===== config.mk =====
export PLATFORM = sky130hd
export DESIGN_NAME = vga_scaled_frame_engine
export DESIGN_NICKNAME = d
export VERILOG_FILES = /design/src/rtl/vga_pkg.sv /design/src/rtl/vga_timing_gen.sv /design/src/rtl/vga_scaled_frame_engine.sv
export SDC_FILE = /design/constraint.sdc
export NUM_CORES = 1
export LEC_CHECK = 0
export ABC_AREA = 0
export BUFFER_PORTS_ARGS = -buffer_cell sky130_fd_sc_hd__buf_4
export CORE_ASPECT_RATIO = 0.7
export CORE_MARGIN = 2
export CORE_UTILIZATION = 45
export CTS_BUF_LIST = sky130_fd_sc_hd__clkbuf_8
export DETAILED_ROUTE_END_ITERATION = 10
export PLACE_DENSITY = 0.66
export SKIP_LAST_GASP = 1
export SLEW_MARGIN = 0
export SYNTH_ARGS = -nofsm -noshare
export SYNTH_HDL_FRONTEND = slang
export SYNTH_HIERARCHICAL = 1
export SYNTH_SLANG_ARGS = --single-unit

===== constraint.sdc =====
create_clock -name clk25M -period 5.9 [get_ports clk25M]
set_input_delay 0.295 -clock clk25M [delete_from_list [all_inputs] [get_ports clk25M]]
set_output_delay 0.295 -clock clk25M [all_outputs]
set_load 0.1 [all_outputs]

===== src/rtl/vga_pkg.sv =====
// Shared types and constants for the scaled VGA frame engine.
package vga_pkg;

    // Counter width; totals up to 1024 per axis fit.
    localparam int CNT_W = 10;

    typedef struct packed {
        int unsigned active;
        int unsigned fp;
        int unsigned sync;
        int unsigned bp;
    } vga_axis_t;

    typedef struct packed {
        vga_axis_t h;
        vga_axis_t v;
    } vga_timing_t;

    localparam vga_timing_t VGA_640x480 = '{
        h: '{active: 640, fp: 16, sync: 96, bp: 48},
        v: '{active: 480, fp: 10, sync: 2,  bp: 33}
    };

    localparam bit SYNC_ACTIVE_LOW  = 1'b0;
    localparam bit SYNC_ACTIVE_HIGH = 1'b1;

    localparam int RGB_BPC = 4;
    typedef logic [3*RGB_BPC-1:0] rgb_t;

    // Per-pixel sideband carried down the delay line alongside the ROM read.
    typedef struct packed {
        logic             active;
        logic             hsync;
        logic             vsync;
        logic             in_win;
        logic             frame_start;
        logic [CNT_W-1:0] col;
        logic [CNT_W-1:0] row;
    } vga_side_t;

    function automatic int axis_total(int active, int fp, int sync, int bp);
        return active + fp + sync + bp;
    endfunction

endpackage


===== src/rtl/vga_timing_gen.sv =====
// Raster counters and stage-0 timing flags (sync flags are "asserted", polarity-free).
module vga_timing_gen
    import vga_pkg::*;
#(
    parameter int H_ACTIVE = 640,
    parameter int H_FP     = 16,
    parameter int H_SYNC   = 96,
    parameter int H_BP     = 48,
    parameter int V_ACTIVE = 480,
    parameter int V_FP     = 10,
    parameter int V_SYNC   = 2,
    parameter int V_BP     = 33
) (
    input  logic             clk25M,
    input  logic             reset,
    output logic [CNT_W-1:0] h,
    output logic [CNT_W-1:0] v,
    output logic             active,
    output logic             hsync,
    output logic             vsync
);
    localparam int H_TOTAL = axis_total(H_ACTIVE, H_FP, H_SYNC, H_BP);
    localparam int V_TOTAL = axis_total(V_ACTIVE, V_FP, V_SYNC, V_BP);
    localparam logic [CNT_W-1:0] H_LAST = CNT_W'(H_TOTAL - 1);
    localparam logic [CNT_W-1:0] V_LAST = CNT_W'(V_TOTAL - 1);

    logic [31:0] h32;
    logic [31:0] v32;

    assign h32 = 32'(h);
    assign v32 = 32'(v);

    // Pixel counter wraps into the line counter, line counter wraps at frame end.
    always_ff @(posedge clk25M) begin
        if (reset) begin
            h <= '0;
            v <= '0;
        end else if (h == H_LAST) begin
            h <= '0;
            v <= (v == V_LAST) ? '0 : v + CNT_W'(1);
        end else begin
            h <= h + CNT_W'(1);
        end
    end

    assign active = (h32 < H_ACTIVE) && (v32 < V_ACTIVE);
    assign hsync  = (h32 >= H_ACTIVE + H_FP) && (h32 < H_ACTIVE + H_FP + H_SYNC);
    assign vsync  = (v32 >= V_ACTIVE + V_FP) && (v32 < V_ACTIVE + V_FP + V_SYNC);

endmodule


===== src/rtl/vga_scaled_frame_engine.sv =====
// VGA raster engine: timing, scaled-window ROM fetch and latency-aligned pixel output.
module vga_scaled_frame_engine
    import vga_pkg::*;
#(
    parameter int H_ACTIVE    = int'(VGA_640x480.h.active),
    parameter int H_FP        = int'(VGA_640x480.h.fp),
    parameter int H_SYNC      = int'(VGA_640x480.h.sync),
    parameter int H_BP        = int'(VGA_640x480.h.bp),
    parameter int V_ACTIVE    = int'(VGA_640x480.v.active),
    parameter int V_FP        = int'(VGA_640x480.v.fp),
    parameter int V_SYNC      = int'(VGA_640x480.v.sync),
    parameter int V_BP        = int'(VGA_640x480.v.bp),
    parameter bit HSYNC_POL   = SYNC_ACTIVE_LOW,
    parameter bit VSYNC_POL   = SYNC_ACTIVE_LOW,
    parameter int BPC         = RGB_BPC,
    parameter int IMG_W       = 64,
    parameter int IMG_H       = 64,
    parameter int SCALE_SHIFT = 2,
    parameter int X0          = 192,
    parameter int Y0          = 112,
    parameter logic [3*BPC-1:0] BORDER_RGB = '0,
    parameter int MEM_LATENCY = 1,
    localparam int ADDR_W     = $clog2(IMG_W * IMG_H)
) (
    input  logic              clk25M,
    input  logic              reset,
    output logic [ADDR_W-1:0] mem_addr,
    output logic              mem_rd_en,
    input  logic [3*BPC-1:0]  pix_in,
    output logic [BPC-1:0]    VGA_R,
    output logic [BPC-1:0]    VGA_G,
    output logic [BPC-1:0]    VGA_B,
    output logic              VGA_hsync,
    output logic              VGA_vsync,
    output logic [CNT_W-1:0]  COL_out,
    output logic [CNT_W-1:0]  ROW_out,
    output logic              active_out,
    output logic              frame_start
);
    localparam int LAT     = MEM_LATENCY + 2;
    localparam int WIN_W   = IMG_W << SCALE_SHIFT;
    localparam int WIN_H   = IMG_H << SCALE_SHIFT;
    localparam int H_TOTAL = axis_total(H_ACTIVE, H_FP, H_SYNC, H_BP);
    localparam int V_TOTAL = axis_total(V_ACTIVE, V_FP, V_SYNC, V_BP);

    if (X0 + WIN_W > H_ACTIVE) begin : g_err_win_x
        $error("scaled image window extends past the horizontal active area");
    end
    if (Y0 + WIN_H > V_ACTIVE) begin : g_err_win_y
        $error("scaled image window extends past the vertical active area");
    end
    if (MEM_LATENCY < 1) begin : g_err_lat
        $error("MEM_LATENCY must be at least 1");
    end
    if (H_TOTAL > 1024 || V_TOTAL > 1024) begin : g_err_total
        $error("raster totals must fit 10-bit counters");
    end

    logic [CNT_W-1:0]  h;
    logic [CNT_W-1:0]  v;
    logic              s0_active;
    logic              s0_hsync;
    logic              s0_vsync;
    logic [31:0]       h32;
    logic [31:0]       v32;
    logic              in_win;
    logic [CNT_W-1:0]  h_off;
    logic [CNT_W-1:0]  v_off;
    logic [CNT_W-1:0]  tx;
    logic [CNT_W-1:0]  ty;
    logic [ADDR_W-1:0] addr;
    vga_side_t         s0;
    vga_side_t         side_q [1:LAT-1];
    vga_side_t         last;
    logic [3*BPC-1:0]  rgb_next;

    vga_timing_gen #(
        .H_ACTIVE (H_ACTIVE),
        .H_FP     (H_FP),
        .H_SYNC   (H_SYNC),
        .H_BP     (H_BP),
        .V_ACTIVE (V_ACTIVE),
        .V_FP     (V_FP),
        .V_SYNC   (V_SYNC),
        .V_BP     (V_BP)
    ) u_timing (
        .clk25M (clk25M),
        .reset  (reset),
        .h      (h),
        .v      (v),
        .active (s0_active),
        .hsync  (s0_hsync),
        .vsync  (s0_vsync)
    );

    assign h32    = 32'(h);
    assign v32    = 32'(v);
    assign in_win = (h32 >= X0) && (h32 < X0 + WIN_W) && (v32 >= Y0) && (v32 < Y0 + WIN_H);

    // Offsets are only meaningful inside the window, where they never go negative.
    assign h_off = h - CNT_W'(X0);
    assign v_off = v - CNT_W'(Y0);
    assign tx    = h_off >> SCALE_SHIFT;
    assign ty    = v_off >> SCALE_SHIFT;
    assign addr  = ADDR_W'(ty) * ADDR_W'(IMG_W) + ADDR_W'(tx);

    // Bundle stage-0 sideband for the delay line.
    always_comb begin
        s0             = '0;
        s0.active      = s0_active;
        s0.hsync       = s0_hsync;
        s0.vsync       = s0_vsync;
        s0.in_win      = in_win;
        s0.frame_start = (h == '0) && (v == '0);
        s0.col         = h;
        s0.row         = v;
    end

    // ROM request stage; the address holds outside the window so the ROM bus stays quiet.
    always_ff @(posedge clk25M) begin
        if (reset) begin
            mem_addr  <= '0;
            mem_rd_en <= 1'b0;
        end else begin
            mem_rd_en <= in_win;
            if (in_win) begin
                mem_addr <= addr;
            end
        end
    end

    // Sideband delay line; its last stage lines up with valid pix_in.
    always_ff @(posedge clk25M) begin
        if (reset) begin
            for (int k = 1; k < LAT; k++) begin
                side_q[k] <= '0;
            end
        end else begin
            side_q[1] <= s0;
            for (int k = 2; k < LAT; k++) begin
                side_q[k] <= side_q[k-1];
            end
        end
    end

    assign last = side_q[LAT-1];

    // Colour select: blank outside active, border outside window, ROM texel inside.
    always_comb begin
        rgb_next = '0;
        if (last.active) begin
            rgb_next = last.in_win ? pix_in : BORDER_RGB;
        end
    end

    // Output register; every pin leaves here with the same total latency.
    always_ff @(posedge clk25M) begin
        if (reset) begin
            VGA_R       <= '0;
            VGA_G       <= '0;
            VGA_B       <= '0;
            VGA_hsync   <= ~HSYNC_POL;
            VGA_vsync   <= ~VSYNC_POL;
            COL_out     <= '0;
            ROW_out     <= '0;
            active_out  <= 1'b0;
            frame_start <= 1'b0;
        end else begin
            VGA_R       <= rgb_next[3*BPC-1 -: BPC];
            VGA_G       <= rgb_next[2*BPC-1 -: BPC];
            VGA_B       <= rgb_next[BPC-1:0];
            VGA_hsync   <= last.hsync ? HSYNC_POL : ~HSYNC_POL;
            VGA_vsync   <= last.vsync ? VSYNC_POL : ~VSYNC_POL;
            COL_out     <= last.col;
            ROW_out     <= last.row;
            active_out  <= last.active;
            frame_start <= last.frame_start;
        end
    end

endmodule


## Word level (Yosys, flattened, before mapping)

Memories as Yosys holds them, arrays and structs flattened.
Cells that the tools add are included.

- Flip-flop bits (word level): 69
- Bits in latches: 0
- Memory bits (writable): 50
- Memory bits (read-only): 0
- Bits of input ports: 14
- Output and inout bits: 49
- Memories kept: 1

- $add $sub $neg: 5
- Multipliers: 0
- Divide/modulo/power cells: 0
- $lt $le $gt $ge: 10
- Eq/ne operators: 2
- Shifts and indexed selects: 0
- Mux-type cells: 8
- Bitwise logic cells: 4
- Reductions and logical operators: 11

Memories:

| name | depth | width | rd ports | clocked after memory_dff | write ports | line | text |
|---|---|---|---|---|---|---|---|
| side_q | 2 | 25 | 2 | 0 | 2 | vga_scaled_frame_engine.sv:73 | `vga_side_t side_q [1:LAT-1];` |

Operators with widths:

| kind | number |
|---|---|
| 2-to-1 mux 25 bit | 2 |
| less-than comparator 10 x 9 -> 1 bit, second input constant | 4 |
| adder 10 x 1 -> 10 bit, second input constant | 2 |
| equality test 10 bit, second input constant | 2 |
| logical NOT 10 bit | 2 |
| less-than comparator 10 bit, second input constant | 2 |
| adder 12 x 8 -> 12 bit | 1 |
| greater-or-equal comparator 10 bit, second input constant | 1 |
| greater-or-equal comparator 10 x 7 -> 1 bit, second input constant | 1 |
| greater-or-equal comparator 10 x 8 -> 1 bit, second input constant | 1 |
| greater-or-equal comparator 10 x 9 -> 1 bit, second input constant | 1 |
| 2-to-1 mux 10 bit | 1 |
| subtractor 10 x 8 -> 10 bit, second input constant | 1 |
| subtractor 8 x 7 -> 8 bit, second input constant | 1 |
| logical AND 1 bit | 7 |
| 2-to-1 mux 1 bit | 5 |
| OR reduction 3 bit | 1 |
| NOT 1 bit | 2 |
| bitwise OR 1 bit | 2 |
| OR reduction 2 bit | 1 |

## Depth between registers and ports, before layout

- Word-level depth: 5
- Mapped depth: 8
- Depth with buffers taken out: 8

## By module

The synthesis kept the hierarchy.

By module, submodules not included:

| module | instances | cells each | area an instance (sq um) | sequential area each (sq um) |
|---|---|---|---|---|
| vga_scaled_frame_engine | 1 | 270 | 3057.9 | 1961.9 |
| vga_timing_gen | 1 | 121 | 1037.2 | 400.4 |

## Least setup slack after synthesis

OpenSTA, ideal clock, no wires.

- Path type: register to register
- From: register u_timing.h[6]
- To: register u_timing.v[6]
- Library setup time: 0.067 ns
- Arrival: 2.067 ns
- Data required time: 5.833 ns
- Slack: 3.767 ns
- Stages on the path, launching flop included: 8
- Buffers on the path: 3
- Clock period less this slack: 2.133 ns
- Cells stage by stage: dfxtp_1 -> buf_6 -> or3b_1 -> buf_2 -> or3_4 -> buf_6 -> or4_4 -> a21oi_2

- Word-level cells in the longest chain between the ends: 1

Ends and longest elaborated chain:

| element | line | text |
|---|---|---|
| from (decl) | vga_timing_gen.sv:16 | `output logic [CNT_W-1:0] h,` |
| from (signal assigned) | vga_timing_gen.sv:42 | `h <= h + CNT_W'(1);` |
| equality test 10 bit | vga_timing_gen.sv:38 | `end else if (h == H_LAST) begin` |
| to (signal assigned) | vga_timing_gen.sv:40 | `v <= (v == V_LAST) ? '0 : v + CNT_W'(1);` |
| to (decl) | vga_timing_gen.sv:17 | `output logic [CNT_W-1:0] v,` |

Every way passes these cells.
A chain may end at the register's enable or synchronous reset.

## Worst setup path in the final report

- From: register u_timing.h[8]
- To: register u_timing.v[6]

The elaborated chain is that of the path after synthesis.

==> results.py <==
metrics = {
    "run_status": {
        "outcome": "complete, no violations",
    },
    "sta": {
        "finalSetupTns_ns": 0,
        "post-route-period-util_pct": 37.01,
        "drv_slew": 0,
        "maxSlewHeadroom_pct": 42.36,
        "tightest_slew_ns": 0.8645,
        "skew_ns": 0.007418,
        "fin_ws_ns": 3.717,
        "finalSetupViolCount": 0,
        "rsz0062_at_grt": "no",
        "max_freq_mhz": 458.0,
        "fin_crit_ns": 2.183,
        "hold_violations": 0,
    },
    "routing": {
        "vias": 2823,
        "antenna_left": 0,
        "drt_pass1_iterations": 5,
        "drc": 0,
        "drt_iter0_drc": 198,
        "routedWlPerCell_um": 12.80,
        "wl_mm": 7.551,
        "viasPerCell": 4.785,
    },
    "logic_synthesis": {
        "netlist_area_um2": 4095,
        "yosysTopAreaCell": "dfxtp_1",
        "netlist_instances": 391,
        "yosysSeqAreaShare_pct": 57.68,
        "syn_nets": 417,
        "yosys_warnings": 6,
        "yosys_register_bits": 118,
        "synth_common_cells": "118 x dfxtp_1, 66 x nor2b_1, 22 x nor2_1, 18 x a21oi_1, 18 x nand3_1",
        "synth.avg_cell_area_um2": 10.47,
        "yosysUniqueCellTypes": 43,
        "synth_async_sr_flop_share_pct": 0,
        "synth_area_leaders": "dfxtp_1 58%, nor2b_1 10%, ha_1 3.4%",
        "synth_top_area_share_pct": 57.68,
        "synth_most_common_cell": "dfxtp_1",
        "synth-edff-count": 0,
        "synth_ff_type": "dfxtp_1",
    },
    "cells_and_area": {
        "post-route-util_pct": 55.94,
        "synthToLayoutAreaGrowth_pct": 22.43,
        "final_layout_size_suffix_gt1_share_pct": 21.89,
        "insertedDiodeCount": 0,
        "fin_nets": 479,
    },
    "power": {
        "powerDensity_nw_per_um2": 309.0,
        "power.switching_uw": 357.7,
        "p_sw_share_pct": 23.09,
        "pwr-share-clk_pct": 45.6,
        "ir_drop_mv": 0.1480,
        "power_frac_comb_pct": 2.3,
        "p_int_mw": 1.191,
        "total_power_mw": 1.549,
        "p_seq_share_pct": 52.1,
        "p_leak_nw": 1.997,
    },
    "clocking": {
        "cts-hold-fix-buffers": 0,
        "clockBufferDepth": 2,
        "cts.sinks": 118,
        "tritoncts": "built",
        "cts_setup_buffers": 0,
        "clk_latency_ns": 0.43,
        "cts_buffers": 17,
        "htree_levels": 4,
        "path_clk_slew_ns": 0.07,
        "cts-resized-gates": 0,
        "cts-root-buf": "clkbuf_8",
    },
    "critical_path": {
        "crit_arrival_ns": 2.55,
        "rr_worst_depth": 4,
        "worstPathRequired_ns": 6.27,
        "startpoint": "u_timing/h[8]",
        "crit_path_max_fanout": 9,
        "r2r_slack_ns": 3.72,
        "crit_type": "reg2reg",
        "worstSetupEndpointType": "flop",
        "start_kind": "flop",
        "timing.rr.start": "u_timing/h[8]",
        "reg2reg_to": "u_timing/v[6]",
    },
    "global_route": {
        "grt_antenna_before_repair": 0,
        "grt-ovfl-total": 0,
        "grtUsageMet3_pct": 5.738,
        "grt_pass1_wl_mm": 12.54,
        "grt_max_degree": 93,
        "grt_pass1_vias": 2472,
        "grt.total_usage_pct": 16.43,
        "grt_util_met2_pct": 21.14,
        "top_usage_layer": "met1",
        "grtUsageMet1_pct": 23.68,
    },
    "hold_path": {
        "hp-class": "in2reg",
        "min_path_cells": 2,
        "hold_end": "VGA_B[1]",
        "hp-start": "pix_in[1]",
    },
    "die": {
        "dieArea_um2": 9892,
        "die_x_um": 118.0,
        "io_pins": 63,
        "start_util_pct": 45.69,
        "fp-row-count": 29,
        "coreArea_um2": 8962,
        "die_y_um": 83.82,
    },
    "placed_design": {
        "place.gp.congestion": 0.8292,
        "port_buffers": 62,
        "place_ws_ns": 3.741,
        "post-dp-hpwl_mm": 4.997,
    },
    "flow_run": {
        "cap_violations": 0,
    },
}
-- registers in the layout, indices dropped and copies added, names as in the netlist --
| name | count |
|---|---|
| VGA_hsync | 1 |
| u_timing/h | 10 |
| ROW_out | 10 |
| VGA_R | 4 |
| mem_addr | 12 |
| VGA_B | 4 |
| COL_out | 10 |
| active_out | 1 |
| VGA_G | 4 |
| VGA_vsync | 1 |
| frame_start | 1 |
| u_timing/v | 10 |
| side_q | 50 |
-- critical path, stage by stage (launching register included) --
cell	delay (ns)
dfxtp_1	0.52
or3b_1	0.48
or3_4	0.46
or4_4	0.53
a21oi_2	0.14
-- power by group through the flow --
stage	Clock (mW)	Combinational (mW)	Sequential, mW
after global routing	0.765	0.0391	0.807
final	0.707	0.0359	0.806
after floorplan	0	0.0175	0.830
after global placement	0	0.0356	0.824
after detailed placement	0	0.0357	0.825
after CTS	0.725	0.0361	0.806
-- cells by family after synthesis --
group / synth area share, %
XOR/XNOR: 4.675
adder cells (fa/ha/maj): 3.850
AO/OA/AOI/OAI: 6.080
flip-flops: 57.68
AND/OR/NAND/NOR: 24.56
buffers and inverters: 3.147
-- through the flow --
step | hold WS (ns) | instance area (µm²) | std cells
2_1_floorplan | 0.3559 | 4095 | 391
3_3_place_gp | 0.3649 | 4624 | 558
3_5_place_dp | 0.3629 | 4624 | 558
4_1_cts | 0.06664 | 5014 | 590
5_1_grt | 0.06412 | 5014 | 590
6_report | 0.09227 | 5014 | 590
-- cells in the final DEF, fill, tap and decap left out, types with 2 or more instances in the layout --
cell type,count
o21ai_1,9
dfxtp_1,118
clkbuf_8,17
clkinv_2,2
nor3_1,6
buf_4,62
nor2_1,22
nand4b_1,2
inv_1,11
o21ai_0,3
a311oi_1,2
nand2b_1,4
a21oi_1,18
a2111oi_2,2
nand4_1,5
or3_1,4
xnor2_1,12
ha_1,11
clkinvlp_4,5
bufinv_16,2
xor2_1,8
nor2b_1,66
inv_6,4
nand3_1,18
nor4b_1,2
nand2_1,9
and3_1,14
a21oi_2,2
or4_1,2
nor4_1,7
-- per-layer routing --
layer  vias up  part of all wire, %  wire, µm
met5         -                    0         0
met4         0                  1.9       144
met3        12                  6.0       454
met2        81                   41      3068
met1      1286                   51      3884
li1       1444                    -         -
-- worst max-delay path by stage --
stage,endpoint,cells after the start
global route,mem_addr[11],5
floorplan,u_timing/v[6],7
CTS,mem_addr[11],5
detailed placement,u_timing/v[6],4
finish,u_timing/v[6],4
global placement,u_timing/v[6],4
-- cell type report --
| class | count | area (µm²) |
|---|---|---|
| timing repair buffer | 62 | 465.4 |
| tap | 124 | 155.1 |
| sequential | 118 | 2362 |
| inverter | 10 | 37.54 |
| clock buffer | 17 | 234.0 |
| fill | 805 | 3949 |
| clock inverter | 15 | 155.1 |
| multi-input combinational | 244 | 1604 |
Power figures use the tool's default switching activity.
